`config.mk`:
```
export PLATFORM = sky130hd
export DESIGN_NAME = pattern_detect
export DESIGN_NICKNAME = d
export VERILOG_FILES = /design/src/rtl/pattern_detect_pkg.sv /design/src/rtl/pattern_detect_sat_counter.sv /design/src/rtl/pattern_detect.sv
export SDC_FILE = /design/constraint.sdc
export NUM_CORES = 1
export LEC_CHECK = 0
export ABC_AREA = 1
export ABC_CLOCK_PERIOD_IN_PS = 2290
export CORE_ASPECT_RATIO = 1.4
export CORE_MARGIN = 2
export CORE_UTILIZATION = 25
export CTS_CLUSTER_SIZE = 8
export DETAILED_ROUTE_END_ITERATION = 7
export GPL_TIMING_DRIVEN = 1
export SETUP_SLACK_MARGIN = 0.2
export SLEW_MARGIN = 20
export SYNTH_ARGS = -nofsm -noshare
export SYNTH_HDL_FRONTEND = slang
export SYNTH_HIERARCHICAL = 1
export SYNTH_SLANG_ARGS = --single-unit
export TNS_END_PERCENT = 1
```
`constraint.sdc`:
```
create_clock -name clk -period 2.29 [get_ports clk]
set_input_delay 0.5725 -clock clk [delete_from_list [all_inputs] [get_ports clk]]
set_output_delay 0.5725 -clock clk [all_outputs]
set_load 0.01 [all_outputs]
```
`src/rtl/pattern_detect_pkg.sv`:
```
// Shared defaults and sizing helper for the serial pattern detector.
package pattern_detect_pkg;

  localparam int DEF_MAX_LEN = 8;
  localparam int DEF_CNT_W   = 8;
  localparam logic [31:0] DEF_RST_PAT = 32'b00010010;
  localparam int DEF_RST_LEN = 5;
  localparam bit DEF_RST_OVL = 1'b1;

  // Width needed to hold a length value 0..max_len inclusive.
  function automatic int len_width(input int max_len);
    return $clog2(max_len) + 1;
  endfunction

endpackage

```
`src/rtl/pattern_detect_sat_counter.sv`:
```
// Width-parameterised saturating up-counter; clear takes priority over increment.
module sat_counter #(
  parameter int W = 8
) (
  input  logic         clk,
  input  logic         rst,
  input  logic         inc,
  input  logic         clr,
  output logic [W-1:0] cnt
);

  logic [W-1:0] cnt_q, cnt_d;

  always_comb begin
    cnt_d = cnt_q;
    if (clr) begin
      cnt_d = '0;
    end else if (inc && (cnt_q != {W{1'b1}})) begin
      cnt_d = cnt_q + 1'b1;
    end
  end

  always_ff @(posedge clk) begin
    if (rst) begin
      cnt_q <= '0;
    end else begin
      cnt_q <= cnt_d;
    end
  end

  assign cnt = cnt_q;

endmodule

```
`src/rtl/pattern_detect.sv`:
```
// Serial bit-pattern detector with runtime-loadable pattern, length and overlap mode.
module pattern_detect
  import pattern_detect_pkg::*;
#(
  parameter int                 MAX_LEN = DEF_MAX_LEN,
  parameter int                 CNT_W   = DEF_CNT_W,
  parameter logic [MAX_LEN-1:0] RST_PAT = MAX_LEN'(DEF_RST_PAT),
  parameter int                 RST_LEN = DEF_RST_LEN,
  parameter bit                 RST_OVL = DEF_RST_OVL
) (
  input  logic                           clk,
  input  logic                           rst,
  input  logic                           x,
  input  logic                           in_valid,
  input  logic                           pat_load,
  input  logic [MAX_LEN-1:0]             pat_in,
  input  logic [len_width(MAX_LEN)-1:0]  len_in,
  input  logic                           ovl_in,
  input  logic                           cnt_clr,
  output logic                           z,
  output logic [CNT_W-1:0]               match_cnt,
  output logic                           primed
);

  localparam int LEN_W = len_width(MAX_LEN);
  localparam logic [LEN_W-1:0] MAX_LEN_L = LEN_W'(MAX_LEN);

  logic [MAX_LEN-1:0] hist_q, hist_d, pat_q, pat_d;
  logic [LEN_W-1:0]   fill_q, fill_d, len_q, len_d;
  logic               ovl_q, ovl_d, z_q, z_d;
  logic [MAX_LEN-1:0] hist_shift, len_mask;
  logic               accept, fill_ok, hist_eq, match;

  // Only the low len bits of pattern and history take part in the compare.
  for (genvar gi = 0; gi < MAX_LEN; gi++) begin : g_mask
    assign len_mask[gi] = (LEN_W'(gi) < len_q);
  end

  assign hist_shift = {hist_q[MAX_LEN-2:0], x};
  assign accept     = in_valid && !pat_load;
  assign fill_ok    = ({1'b0, fill_q} + (LEN_W+1)'(1)) >= {1'b0, len_q};
  assign hist_eq    = ((hist_shift ^ pat_q) & len_mask) == '0;
  assign match      = accept && (len_q != '0) && fill_ok && hist_eq;

  always_comb begin
    hist_d = hist_q;
    fill_d = fill_q;
    pat_d  = pat_q;
    len_d  = len_q;
    ovl_d  = ovl_q;
    z_d    = match;
    if (pat_load) begin
      pat_d  = pat_in;
      len_d  = (len_in > MAX_LEN_L) ? MAX_LEN_L : len_in;
      ovl_d  = ovl_in;
      hist_d = '0;
      fill_d = '0;
    end else if (accept) begin
      hist_d = hist_shift;
      // Non-overlap mode restarts the fill so the next match needs len fresh bits.
      if (match && !ovl_q) begin
        fill_d = '0;
      end else if (fill_q != MAX_LEN_L) begin
        fill_d = fill_q + 1'b1;
      end
    end
  end

  always_ff @(posedge clk) begin
    if (rst) begin
      hist_q <= '0;
      fill_q <= '0;
      pat_q  <= RST_PAT;
      len_q  <= LEN_W'(RST_LEN);
      ovl_q  <= RST_OVL;
      z_q    <= 1'b0;
    end else begin
      hist_q <= hist_d;
      fill_q <= fill_d;
      pat_q  <= pat_d;
      len_q  <= len_d;
      ovl_q  <= ovl_d;
      z_q    <= z_d;
    end
  end

  sat_counter #(.W(CNT_W)) u_cnt (
    .clk (clk),
    .rst (rst),
    .inc (match),
    .clr (cnt_clr),
    .cnt (match_cnt)
  );

  assign z      = z_q;
  assign primed = (len_q != '0) && (fill_q >= len_q);

endmodule

```
; ---- Word level (Yosys, flattened, before mapping)
; Index checks and enable logic that the tools add are counted.
[op_classes]
order_cmp = 11
n_mux = 3
bitwise = 2
n_reduce_logical = 15
addsub = 3
n_eq_ne = 2
[op_table]
columns = operator, n
row1 = $lt 3x4->1 const A, 4
row2 = $mux 4, 3
row3 = $add 8x1->8 const B, 1
row4 = $and 8x8->8, 1
row5 = $logic_not 8->1, 1
row6 = $lt 1x4->1 const A, 2
row7 = $lt 2x4->1 const A, 2
row8 = $ne 8x8->1 const B, 1
row9 = $xor 8x8->8, 1
row10 = $logic_and 1x1->1, 7
row11 = $add 4x1->5 const B, 1
row12 = $ge 5x4->1, 1
row13 = $add 4x1->4 const B, 1
row14 = $ge 4x4->1, 1
row15 = $gt 4x4->1 const B, 1
row16 = $ne 4x4->1 const B, 1
row17 = $reduce_bool 4->1, 1
row18 = $reduce_or 2->1, 2
row19 = $logic_not 1->1, 2
row20 = $reduce_and 2->1, 1
row21 = $reduce_bool 2->1, 1
[word_totals]
ff_bits = 33
output_inout_bits = 10
inputBits = 19

; ---- Logic depth before layout (Yosys ltp)
; Gate-level depths: netlist of run 1.
[depth]
ltp_word = 8
depth_mapped = 14

; ---- Modules after synthesis
; The synthesis of run 1 kept the hierarchy.
[modules_own_cells]
columns = mod, cells_per_inst, n_inst, area_each_um2
row1 = pattern_detect, 201, 1, 1448.9
row2 = sat_counter, 73, 1, 460.4

; ---- Least setup slack after synthesis of run 1
; OpenSTA, ideal clock, no wires.
[synth_path]
path_kind = register -> register
start = register fill_q[0]
end = register u_cnt.cnt_q[7], in the netlist u_cnt/cnt[7]
setup_time_ns = 0.117
stages_incl_launch_ff = 14
arrival_ns = 2.053
n_path_buf = 1
synth_period_minus_slack_ns = 2.171
setup_slack_ns = 0.119
cell_sequence = dfxtp_1 inv_1 ha_1 ha_1 nand2_1 nand2_1 nand2_1 a21oi_4 inv_1 nor2_1 clkbuf_1 nand2_1 nor2_1 nor2_1
[synth_via]
elab_chain_len = 5
[synth_lines]
columns = element, line
row1 = start: declaration, pattern_detect.sv:29  ; logic [LEN_W-1:0] fill_q, fill_d, len_q, len_d;
row2 = start signal: assignment, pattern_detect.sv:79  ; fill_q <= fill_d;
row3 = $add 4x1->5, pattern_detect.sv:41  ; assign fill_ok = ({1'b0, fill_q} + (LEN_W+1)'(1)) >= {1'b0, len_q};
row4 = $ge 5x4->1, pattern_detect.sv:41
row5 = $logic_and 1x1->1 (2 in series), pattern_detect.sv:43  ; assign match = accept && (len_q != '0) && fill_ok && hist_eq;
row6 = named net match, pattern_detect.sv:32  ; logic accept, fill_ok, hist_eq, match;
row7 = $logic_and 1x1->1, pattern_detect_sat_counter.sv:18  ; end else if (inc && (cnt_q != {W{1'b1}})) begin
row8 = end signal: assignment, pattern_detect_sat_counter.sv:27  ; cnt_q <= cnt_d;
row9 = end: declaration, pattern_detect_sat_counter.sv:12  ; logic [W-1:0] cnt_q, cnt_d;
; The timed path passes the listed nets, and every way through them passes these cells.
; A chain may end at the register's enable or synchronous reset.

; ---- Worst setup path in the final report of run 1
[layout_path]
start = register len_q[1]
end = output port primed
[layout_via]
elab_chain_len = 2
elab_cells_between_ends = 3
cone_classes = order compare (1) / reduce/logical (2)
[layout_lines]
columns = element, line
row1 = start: declaration, pattern_detect.sv:29
row2 = start signal: assignment, pattern_detect.sv:74  ; len_q <= LEN_W'(RST_LEN);
row3 = start signal: assignment, pattern_detect.sv:81  ; len_q <= len_d;
row4 = $ge 4x4->1 or $reduce_bool 4->1 (tied branches), pattern_detect.sv:96  ; assign primed = (len_q != '0) && (fill_q >= len_q);
row5 = $logic_and 1x1->1 (*), pattern_detect.sv:96
row6 = end: declaration, pattern_detect.sv:22  ; output logic primed
; Mark *: on every way between the ends. The rest lies on a longest branch, timed or not.

==> results of run 1 <==
==> layout make-up <==
cell class | instances | area [um2]
sequential | 33 | 665.6
clock buffer | 7 | 86.33
multi-input combinational | 194 | 1130
clock inverter | 1 | 30.03
tap | 97 | 121.4
inverter | 44 | 165.2
timing repair buffer | 51 | 466.7
fill | 763 | 4696
==> worst paths after layout <==
path,startpoint,slack (ns),end
max reg2reg,fill_q[0],0.19,fill_q[2]
max,len_q[1],0.09,primed
min,hist_q[5],0.48,hist_q[6]
min reg2reg,hist_q[5],0.48,hist_q[6]
==> cell families (layout without fill, tap and decap cells) <==
logic type	after synthesis	count (layout)
fa+ha+maj	11	11
xor+xnor	3	3
flops	33	33
compound gates	44	44
simple gates	136	136
buf+inv	47	103
==> what timing repair did <==
action,in CTS,in global routing
setup endpoints to repair,13,13
buffers inserted,0,1
gates resized for setup,16,15
hold buffers,0,0
pin swaps,4,10
==> power by group <==
group,switching [uW],total [uW],leakage (uW),internal (uW)
Combinational,123,237,0.000827,114
Clock,225,579,0.0000585,355
Sequential,14.6,610,0.000271,596
Total,362,1430,0.00116,1060
==> sequential cells by signal, indices dropped and copies added (netlist names) <==
signal	cells
fill_q	4
hist_q	7
len_q	4
ovl_q	1
pat_q	8
u_cnt/cnt	8
z	1
==> through the flow <==
| stage | total power, uW | setup TNS (ns) |
|---|---|---|
| floorplan | 750.4 | 0 |
| global route | 1485 | -0.004307 |
| CTS | 1433 | 0 |
| finish | 1427 | 0 |
| detailed placement | 846.3 | -0.2917 |
| global placement | 844.1 | -0.1293 |
==> critical path: cells and delay by family (launching register included) <==
kind	cells	cell delay, ns
AO/OA/AOI/OAI	4	0.58
flip-flops	1	0.34
buffers and inverters	3	0.22
adder cells (fa/ha/maj)	1	0.20
==> routing by layer <==
layer  GRT usage  part of all wire  routed length (um)  up-vias
li1            -                 -                   -      977
met1      0.1273              0.41                1915      831
met2      0.2266              0.54                2494       40
met3     0.02433             0.034                 157        7
met4     0.05102             0.017                  81        0
met5           0                 0                   0        -
==> synth_stat cells <==
library cell / count
ha_1: 11
o21a_1: 2
a221o_1: 1
and2_1: 1
nand2_1: 69
clkbuf_8: 1
a22o_1: 3
inv_1: 38
a21oi_1: 18
inv_2: 6
nand3_4: 1
nand2_4: 1
a21oi_4: 1
nand4_1: 1
nand3_1: 18
clkbuf_1: 1
nor3_1: 1
dfxtp_1: 33
nor2_1: 30
o211ai_1: 1
buf_6: 1
nor2_4: 4
a21boi_0: 1
nor2_2: 3
nand4_4: 1
o21ai_1: 4
o21ai_0: 12
a211oi_1: 1
or2_0: 1
nand2_2: 5
xor2_1: 3
==> results_dict.tcl, run 1 <==
set metrics [dict create \
    yosys_warnings 6 \
    stdcell_area_um2 2665 \
    core_um2 7361 \
    cts.sinks 33 \
    mostFrequentLayoutCell "nand2_1" \
    fin_util 0.3621 \
    synth_fa_ha_area_frac 0.07208 \
    synth_top_family_by_area "simple AND/OR/NAND/NOR gates" \
    synth-compound-area-share 0.1363 \
    start_util 0.2594 \
    crit_fanout 2 \
    overflow 0 \
    layout_common_cells "nand2_1 (68), inv_1 (35), dfxtp_1 (29), clkdlybuf4s50_1 (27), nor2_1 (26)" \
    syn_area_um2 1909 \
    tightest_slew_ns 0.3290 \
    ios 29 \
    cts_tree "built" \
    leakage_uw 0.001156 \
    final_cells 427 \
    worstSetupPathType "flop to output pin" \
    finalHoldViolations 0 \
    finalCriticalPeriod_ns 2.199 \
    timing.critical_path.mode_cell "o21a_1" \
    min_path_type "flop to flop" \
    drt_iter0_markers 60 \
    worstSetupEndpointType "output pin" \
    place_area_um2 2447 \
    drtAntennaViolNets 0 \
    synth-simple-area-share 0.3303 \
    syn_nets 304 \
    cts_max_path_buffers 2 \
    drt_first_pass_iters 4 \
    die_height_um 107.4 \
    dp.cells 418 \
    finalClockSkew_ns 0.009469 \
    layout.nets 359 \
    hold_ws_ns 0.4761 \
    via_per_inst 4.344 \
    synth.area.top_cells "dfxtp_1 (35%), nand2_1 (14%), inv_1 (7.5%)" \
    portBuffers 28 \
    ys_seq_area_frac 0.3460 \
    ys_ff_latch 33 \
    dpl_worst_slack_ns -0.07156 \
    drive_above_1_share 0.2152 \
    muxShareOfSynthArea 0 \
    finalMaxSlewViolations 0 \
    grt_pass1_wl_mm 7.928 \
    dp_hpwl_mm 3.661 \
    num_vias 1855 \
    syn_avg_cell_area_um2 6.968 \
    critPathRequiredTime_ns 1.72 \
    period_share 0.9603 \
    die_area_um2 8363 \
    grt_setup_unrepaired "true" \
    start_kind "flop" \
    postSynthCellCount 274 \
    diodes 0 \
    cap_violations 0 \
    grt_pass1_vias 1783 \
    antenna_found_initial 0 \
    grt_max_degree 13 \
    fp.dieW_um 77.86 \
    hold_path_depth 2 \
    fin_ws_ns 0.09100 \
    h-tree-depth 2 \
    gp_congestion 0.8374 \
    r2r_cells 13 \
    relSlewSlack 0.7804 \
    powerDensity_nw_per_um2 535.5 \
    clkSlewWorstSetupHoldPaths_ns 0.07 \
    cp.arrival_ns 1.63 \
    synth-xor-area-share 0.01376 \
    placementRows 37 \
    numCtsBuffers 5 \
    wl_per_cell_um 10.89 \
    outcome "finished clean" \
    irDropWorstVdd_uv 249.8 \
    drc 0 \
    syn_to_final_growth_pct 39.58 \
    grt_util_all_layers 0.1202 \
    ys_types 31 \
    max_freq_ghz 0.4548 \
    ctsRootBufferMaster "clkbuf_8" \
    clk_latency_ns 0.30 \
    wl_mm 4.649 \
    slowest_stage "dfxtp_2" \
    yosys.area.top_type "dfxtp_1" \
    synth_top_area_share 0.3460 \
    setup_viol 0 \
    critical_path.cell_chain "inv_2, ha_4, a21boi_2, o21a_1, o21a_1, o21ai_2, inv_1, buf_2" \
    cpPeakStageDelay_ns 0.34 \
]
No activity file was read; power rests on OpenSTA's default activity.
==> run 2, diff against run 1 <==
CTS_CLUSTER_SIZE = 16   (was 8)
==> results of run 2 <==
The final DEF is identical to that of run 1; final timing and power are the same.
